<file path="config.mk">
export PLATFORM = sky130hd
export DESIGN_NAME = kbd_event_ctrl_flat
export DESIGN_NICKNAME = d
export VERILOG_FILES = /design/src/rtl/kbd_event_ctrl_pkg.sv /design/src/rtl/kbd_event_ctrl_if.sv /design/src/rtl/kbd_event_ctrl_fifo.sv /design/src/rtl/kbd_event_ctrl.sv /design/src/flat_wrapper.sv
export SDC_FILE = /design/constraint.sdc
export NUM_CORES = 1
export LEC_CHECK = 0
export CAP_MARGIN = 40
export CORE_MARGIN = 2
export CORE_UTILIZATION = 45
export CTS_CLUSTER_SIZE = 24
export DETAILED_ROUTE_END_ITERATION = 7
export GPL_TIMING_DRIVEN = 0
export PLACE_DENSITY = 0.66
export SLEW_MARGIN = 0
export SYNTH_ARGS = -nofsm -noshare
export SYNTH_HDL_FRONTEND = slang
export SYNTH_SLANG_ARGS = --single-unit
</file>
<file path="constraint.sdc">
create_clock -name clk -period 5.7 [get_ports clk]
set_input_delay 1.71 -clock clk [delete_from_list [all_inputs] [get_ports clk]]
set_output_delay 1.71 -clock clk [all_outputs]
set_load 0.01 [all_outputs]
</file>
<file path="src/rtl/kbd_event_ctrl_pkg.sv">
// Shared types and mapped key codes for the keyboard event controller.
package kbd_ctrl_pkg;

    localparam logic [8:0] KEY_UP    = 9'h175;
    localparam logic [8:0] KEY_DOWN  = 9'h172;
    localparam logic [8:0] KEY_LEFT  = 9'h16B;
    localparam logic [8:0] KEY_RIGHT = 9'h174;
    localparam int         NUM_KEYS  = 4;

    typedef struct packed {
        logic [8:0] code;
        logic       is_make;
    } kbd_event_t;

    typedef enum logic [1:0] {
        EV_NONE  = 2'd0,
        EV_MAKE  = 2'd1,
        EV_BRAKE = 2'd2
    } ev_kind_e;

    // One-hot match of a scan code against the mapped keys, bit order UP, DOWN, LEFT, RIGHT.
    function automatic logic [NUM_KEYS-1:0] key_match(input logic [8:0] code);
        logic [NUM_KEYS-1:0] hit;
        hit    = '0;
        hit[0] = (code == KEY_UP);
        hit[1] = (code == KEY_DOWN);
        hit[2] = (code == KEY_LEFT);
        hit[3] = (code == KEY_RIGHT);
        return hit;
    endfunction

endpackage

</file>
<file path="src/rtl/kbd_event_ctrl_if.sv">
// Consumer-side handshake for queued keyboard events.
interface kbd_event_if;
    logic       ev_valid;
    logic       ev_ready;
    logic [8:0] ev_code;
    logic       ev_make;

    modport master (output ev_valid, output ev_code, output ev_make, input ev_ready);
    modport slave  (input ev_valid, input ev_code, input ev_make, output ev_ready);
endinterface

</file>
<file path="src/rtl/kbd_event_ctrl_fifo.sv">
// Event FIFO: power-of-two depth, naturally wrapping pointers, exact occupancy count.
module kbd_event_fifo
    import kbd_ctrl_pkg::*;
#(
    parameter int DEPTH = 8
) (
    input  logic                   clk,
    input  logic                   rst,
    input  logic                   flush_i,
    input  logic                   push_i,
    input  kbd_event_t             push_data_i,
    output logic                   push_accept_o,
    input  logic                   pop_i,
    output kbd_event_t             head_o,
    output logic                   head_valid_o,
    output logic [$clog2(DEPTH):0] count_o
);
    localparam int AW = $clog2(DEPTH);
    localparam int CW = AW + 1;

    kbd_event_t      mem_q [DEPTH];
    logic [AW-1:0]   rd_ptr_q, rd_ptr_d;
    logic [AW-1:0]   wr_ptr_q, wr_ptr_d;
    logic [CW-1:0]   count_q, count_d;
    logic            pop_ok;
    logic            push_ok;

    assign head_valid_o  = (count_q != '0);
    assign count_o       = count_q;
    assign head_o        = head_valid_o ? mem_q[rd_ptr_q] : '0;
    assign push_accept_o = push_ok;

    // Handshake qualification; a full queue still accepts when the head leaves this cycle.
    always_comb begin
        pop_ok   = pop_i & head_valid_o & ~flush_i;
        push_ok  = push_i & ~flush_i & ((count_q < CW'(DEPTH)) | pop_ok);
        rd_ptr_d = rd_ptr_q;
        wr_ptr_d = wr_ptr_q;
        count_d  = count_q;
        if (pop_ok)  rd_ptr_d = rd_ptr_q + AW'(1);
        if (push_ok) wr_ptr_d = wr_ptr_q + AW'(1);
        case ({push_ok, pop_ok})
            2'b10:   count_d = count_q + CW'(1);
            2'b01:   count_d = count_q - CW'(1);
            default: count_d = count_q;
        endcase
    end

    // Pointer and count registers; flush behaves like a local reset.
    always_ff @(posedge clk) begin
        if (rst || flush_i) begin
            rd_ptr_q <= '0;
            wr_ptr_q <= '0;
            count_q  <= '0;
        end else begin
            rd_ptr_q <= rd_ptr_d;
            wr_ptr_q <= wr_ptr_d;
            count_q  <= count_d;
        end
    end

    // Storage write; contents need no reset since count gates visibility.
    always_ff @(posedge clk) begin
        if (!rst && push_ok) begin
            mem_q[wr_ptr_q] <= push_data_i;
        end
    end

endmodule

</file>
<file path="src/rtl/kbd_event_ctrl.sv">
// Keyboard event controller: classifies make/brake pulses, filters typematic
// repeats of held mapped keys, tracks held state and queues events for a consumer.
module kbd_event_ctrl
    import kbd_ctrl_pkg::*;
#(
    parameter int DEPTH           = 8,
    parameter bit SUPPRESS_REPEAT = 1'b1
) (
    input  logic                   clk,
    input  logic                   resetN,
    input  logic [8:0]             key_Pressed,
    input  logic                   make,
    input  logic                   brake,
    input  logic                   flush,
    kbd_event_if.master            ev_if,
    output logic [NUM_KEYS-1:0]    held,
    output logic [$clog2(DEPTH):0] ev_count,
    output logic                   overflow,
    input  logic                   ovf_clear
);
    ev_kind_e            ev_kind;
    logic [NUM_KEYS-1:0] key_hit;
    logic                repeat_drop;
    logic                push;
    logic                pop;
    logic                push_accept;
    logic                head_valid;
    kbd_event_t          push_data;
    kbd_event_t          head;
    logic [NUM_KEYS-1:0] held_q, held_d;
    logic                overflow_q, overflow_d;

    // Classification, repeat filter, held-table and sticky overflow next-state.
    always_comb begin
        ev_kind = EV_NONE;
        if (brake)     ev_kind = EV_BRAKE;
        else if (make) ev_kind = EV_MAKE;

        key_hit     = key_match(key_Pressed);
        repeat_drop = SUPPRESS_REPEAT && (ev_kind == EV_MAKE) && ((key_hit & held_q) != '0);
        push        = (ev_kind != EV_NONE) && !repeat_drop && !flush;
        push_data   = '{code: key_Pressed, is_make: (ev_kind == EV_MAKE)};
        pop         = head_valid & ev_if.ev_ready;

        held_d = held_q;
        if (flush)                      held_d = '0;
        else if (ev_kind == EV_MAKE)    held_d = held_q | key_hit;
        else if (ev_kind == EV_BRAKE)   held_d = held_q & ~key_hit;

        overflow_d = overflow_q | (push & ~push_accept);
        if (ovf_clear) overflow_d = 1'b0;
    end

    // Held table and overflow flag registers.
    always_ff @(posedge clk) begin
        if (resetN) begin
            held_q     <= '0;
            overflow_q <= 1'b0;
        end else begin
            held_q     <= held_d;
            overflow_q <= overflow_d;
        end
    end

    kbd_event_fifo #(.DEPTH(DEPTH)) u_fifo (
        .clk          (clk),
        .rst          (resetN),
        .flush_i      (flush),
        .push_i       (push),
        .push_data_i  (push_data),
        .push_accept_o(push_accept),
        .pop_i        (pop),
        .head_o       (head),
        .head_valid_o (head_valid),
        .count_o      (ev_count)
    );

    assign ev_if.ev_valid = head_valid;
    assign ev_if.ev_code  = head.code;
    assign ev_if.ev_make  = head.is_make;
    assign held           = held_q;
    assign overflow       = overflow_q;

endmodule

</file>
<file path="src/flat_wrapper.sv">
// flat-port wrapper written by rule: the top's interface ports become plain ports
module kbd_event_ctrl_flat import kbd_ctrl_pkg::*;
#(
    parameter int DEPTH           = 8,
    parameter bit SUPPRESS_REPEAT = 1'b1
)
  (clk, resetN, key_Pressed, make, brake, flush, held, ev_count, overflow, ovf_clear, ev_if_ev_valid, ev_if_ev_code, ev_if_ev_make, ev_if_ev_ready);
  kbd_event_if ev_if_i ();
  input  logic clk;
  input  logic resetN;
  input  logic [8:0] key_Pressed;
  input  logic make;
  input  logic brake;
  input  logic flush;
  output logic [NUM_KEYS-1:0] held;
  output logic [$clog2(DEPTH):0] ev_count;
  output logic overflow;
  input  logic ovf_clear;
  output wire logic [$bits(ev_if_i.ev_valid)-1:0] ev_if_ev_valid;
  output wire logic [$bits(ev_if_i.ev_code)-1:0] ev_if_ev_code;
  output wire logic [$bits(ev_if_i.ev_make)-1:0] ev_if_ev_make;
  input wire logic [$bits(ev_if_i.ev_ready)-1:0] ev_if_ev_ready;
  assign ev_if_ev_valid = ev_if_i.ev_valid;
  assign ev_if_ev_code = ev_if_i.ev_code;
  assign ev_if_ev_make = ev_if_i.ev_make;
  assign ev_if_i.ev_ready = ev_if_ev_ready;
  kbd_event_ctrl #(.DEPTH(DEPTH), .SUPPRESS_REPEAT(SUPPRESS_REPEAT)) u_core (.clk(clk), .resetN(resetN), .key_Pressed(key_Pressed), .make(make), .brake(brake), .flush(flush), .ev_if(ev_if_i), .held(held), .ev_count(ev_count), .overflow(overflow), .ovf_clear(ovf_clear));
endmodule
</file>
==> results.txt <==
----------------------------------------------------
[Run status]
  Outcome ... finished clean

[Clock tree]
  Largest buffer count on any clock path ... 2
  CTS Hold Bufs ... 0
  Clock transition time at the flip-flop clock pins of the worst setup and hold paths ... approximately 0.090 ns
  Post-CTS Setup Repair Bufs ... 0
  TritonCTS clock tree ... yes
  Number of gates given a new drive strength after cts ... 0
  Clock latency on the worst-skew pair ... between 0.3 and 0.4 ns
  Number of buffers created by CTS ... 9
  Clk root buf ... sky130_fd_sc_hd__clkbuf_8
  CTS sink count ... 98
  Htree depth ... 3

[Placed design]
  Gpl congestion ... between 0.7 and 0.8
  Area after DPL ... ~0.0046 sq mm
  Hpwl dp ... approximately 5.1 mm
  Placed cell count ... ~400
  Port bufs ... 33

[Pwr]
  Final Total Pwr ... 1230 uW
  Static power due to leakage ... 0.00150 uW
  Peak supply drop ... 103 uV
  Power density over the cells ... 259 mW/mm^2

[Route]
  Post-route antenna net violation count ... 0
  First-pass detailed-route iteration total ... 4
  Wire length after detailed routing ... between 7 and 8 mm
  Via Count ... between 2,000 and 2,500
  1st-iter DRT viols ... about 150
  Ratio of routed vias to standard cells ... ~5.4
  Routed wirelength normalized by instance count ... about 19 microns
  DRC violations left ... 0

[Global route]
  Via count of the first global-routing pass ... ~2,200
  Wire length of the first global-routing pass ... about 12 mm
  Maximum number of pins on one net before global-route repair ... 16
  Number of antenna violations at the first check in global routing ... 0
  Total gr overflow ... 0
  Overall fraction of global-route tracks in use ... 0.166

[Critical path]
  Critical Setup Path Class ... primary input to register
  Kind of end point of the critical path ... register
  Critical R2R Capture ... u_core.u_fifo.count_o[3]
  Register-to-register path setup slack ... about 3 ns
  Startpoint type of the worst setup path ... primary input
  Count of cells along the worst register-to-register path ... 12
  Standard cell with the maximum stage delay on the critical path ... sky130_fd_sc_hd__clkdlybuf4s50_1
  Data arrival time at the worst-slack endpoint ... between 5 and 6 ns
  CP top delay family ... simple AND/OR/NAND/NOR gates
  Maximum cell stage delay along the critical path ... ~0.7 ns
  Number of buffers and inverters on the critical path ... 2
  Worst path cell trace ... clkdlybuf4s50_1, nand4b_1, nor4_1, a211o_1, nor3_1, inv_1, ha_1, ha_1, a21o_1, a21oi_1, xnor2_1, or3_1, a21oi_1
  Top fanout value on the critical path ... 9
  Required time reported for the critical path endpoint ... around 6 ns

[STA]
  Setup repair after global routing missed its margin ... false
  Shortest clock period the worst path allows after layout ... 4.84 ns
  Maximum achievable frequency ... just over 200 MHz
  Max Slew Vio Count ... 0
  Final setup viols ... 0
  Max_slew headroom ... 0.439
  Transition time at the pin with the least slew margin ... 0.835 ns
  Aggregate negative setup slack ... 0 ns
  Worst clock skew on the final layout ... between 0.008 and 0.009 ns
  Final period util ... 0.849
  Hold Violations, Final ... 0

[Yosys]
  Yosys warning total ... 0
  Sequential fraction of the synthesis area ... 0.686
  Average cell area after synthesis ... ~17 sq um
  Synthesis-stage register bit count ... 98
  Async S/R FF share, synth ... 0
  Net count after synthesis ... 266
  Unique cell type count in the Yosys netlist ... 43
  Flip-flop cell with the highest count after synthesis ... sky130_fd_sc_hd__edfxtp_1
  Syn Inst Count ... about 240
  Combined area of all synthesized cells ... 0.00403 sq mm
  Number of enable flip-flop cells after synthesis ... 80

[Finish]
  Layout fillers ... ~730
  Core Util, Final ... 0.544
  Area growth from synthesis to final layout ... 17.8%
  Finished Layout Cells ... roughly 400
  Ant diodes ... 0
  Nets ... about 320
  Commonest cells after routing, fill and taps aside ... 80 x sky130_fd_sc_hd__edfxtp_1, 33 x sky130_fd_sc_hd__clkdlybuf4s50_1, 29 x sky130_fd_sc_hd__nor2_1, 20 x sky130_fd_sc_hd__mux4_2, 18 x sky130_fd_sc_hd__dfxtp_1
  Most common library cell in the layout ignoring fill and taps ... sky130_fd_sc_hd__edfxtp_1
  Share of cells above drive strength 1 ... 0.173
  Final Instance Area ... approximately 0.0047 sq mm

[Run]
  Number of max-cap violations ... 0

[Worst hold path]
  Number of cells on the worst hold path ... 1
  Hold EP ... u_core.overflow
  Hold Crit Class ... register to register
  Worst hold start ... u_core.overflow

[Die]
  Die area ... ~0.0097 sq mm
  Number of ports placed on the die boundary ... 36
  Initial standard-cell utilization of the core ... 0.462
  Die Wd ... around 99 microns
  Die Ht ... between 90 and 100 microns
  Number of standard-cell rows in the floorplan ... 34
  Standard cell core area ... 0.00872 sq mm

----------------------------------------------------
==> report_power, final <==
group	switching, uW	internal, uW
clock network	224	152
registers	2.94	778
logic	38.3	33.0
total	266	963
==> sequential cells by signal, indices dropped and copies added (netlist names), named ones only <==
register	flops
u_core.overflow	1
u_core.u_fifo.mem_q	80
u_core.u_fifo.count_o	4
u_core.u_fifo.rd_ptr_q	3
u_core.u_fifo.wr_ptr_q	3
==> worst max path at each step <==
stage | start | to | slack [ns] | depth (start not counted)
2_1_floorplan | key_Pressed[0] | u_core.u_fifo.mem_q[0][0] | 1.45 | 6
3_3_place_gp | key_Pressed[0] | u_core.u_fifo.mem_q[0][1] | -0.25 | 7
3_5_place_dp | key_Pressed[6] | u_core.u_fifo.count_o[3] | 0.50 | 13
4_1_cts | key_Pressed[6] | u_core.u_fifo.count_o[3] | 0.87 | 13
5_1_grt | key_Pressed[7] | u_core.u_fifo.count_o[3] | 0.60 | 13
6_report | key_Pressed[6] | u_core.u_fifo.count_o[3] | 0.86 | 13
==> layer usage <==
layer / wire length [microns] / vias up / GRT usage
met4: 72 / 0 / 0.0537
met3: 202 / 7 / 0.0369
li1: - / 1051 / -
met5: 0 / - / 0
met2: 3640 / 36 / 0.261
met1: 3670 / 1133 / 0.233
==> per-stage QoR <==
step,hold slack (ns),setup WS (ns)
2_1_floorplan,0.484,1.45
3_3_place_gp,0.455,-0.245
3_5_place_dp,0.458,0.504
4_1_cts,0.480,0.870
5_1_grt,0.514,0.600
6_report,0.474,0.858
==> layout make-up <==
class                   instances  area, sq um  area share
clock inverters                 7         36.3     0.00765
inverters                       9         33.8     0.00712
plain buffers                  11         52.6      0.0111
multi-input cells             126         1190       0.251
clock buffers                   9          124      0.0261
repair buffers                 41          409      0.0862
well taps                     108          135      0.0285
flip-flops and latches         98         2760       0.582
==> cells by family (layout without fill, tap and decap cells) <==
family	Yosys count	count (layout)	synth area share
simple gates	59	59	0.0798
buf+inv	20	77	0.0214
compound gates	23	23	0.0376
fa+ha+maj	6	6	0.0205
flops	98	98	0.686
mux	33	33	0.144
xor+xnor	5	5	0.0109
==> worst reg2reg max path: cells and delay by family (launching register included) <==
family / cells / cell delay [ns]
compound gates: 5 / 1.21
xor+xnor: 1 / 0.09
fa+ha+maj: 2 / 0.44
buf+inv: 1 / 0.09
flops: 1 / 0.36
simple gates: 3 / 0.51
==> cells in the mapped netlist (2+ instances only) <==
cell / count / area (sq um)
sky130_fd_sc_hd__nand2_1: 6 / 22.5
sky130_fd_sc_hd__buf_2: 3 / 15.0
sky130_fd_sc_hd__clkbuf_1: 6 / 22.5
sky130_fd_sc_hd__mux2i_1: 13 / 130
sky130_fd_sc_hd__ha_1: 5 / 62.6
sky130_fd_sc_hd__nand4b_1: 2 / 17.5
sky130_fd_sc_hd__xor2_1: 4 / 35.0
sky130_fd_sc_hd__or3_1: 2 / 12.5
sky130_fd_sc_hd__inv_1: 9 / 33.8
sky130_fd_sc_hd__nor2_1: 29 / 109
sky130_fd_sc_hd__dfxtp_1: 18 / 360
sky130_fd_sc_hd__edfxtp_1: 80 / 2400
sky130_fd_sc_hd__a21oi_1: 8 / 40.0
sky130_fd_sc_hd__nor4_1: 3 / 18.8
sky130_fd_sc_hd__nor3_1: 4 / 20.0
sky130_fd_sc_hd__a211oi_1: 2 / 15.0
sky130_fd_sc_hd__o21ai_0: 2 / 10.0
sky130_fd_sc_hd__nand2b_1: 2 / 12.5
sky130_fd_sc_hd__mux4_2: 20 / 450
sky130_fd_sc_hd__a31oi_1: 2 / 12.5
sky130_fd_sc_hd__a311oi_1: 2 / 17.5
Power figures use the tool's default switching activity.
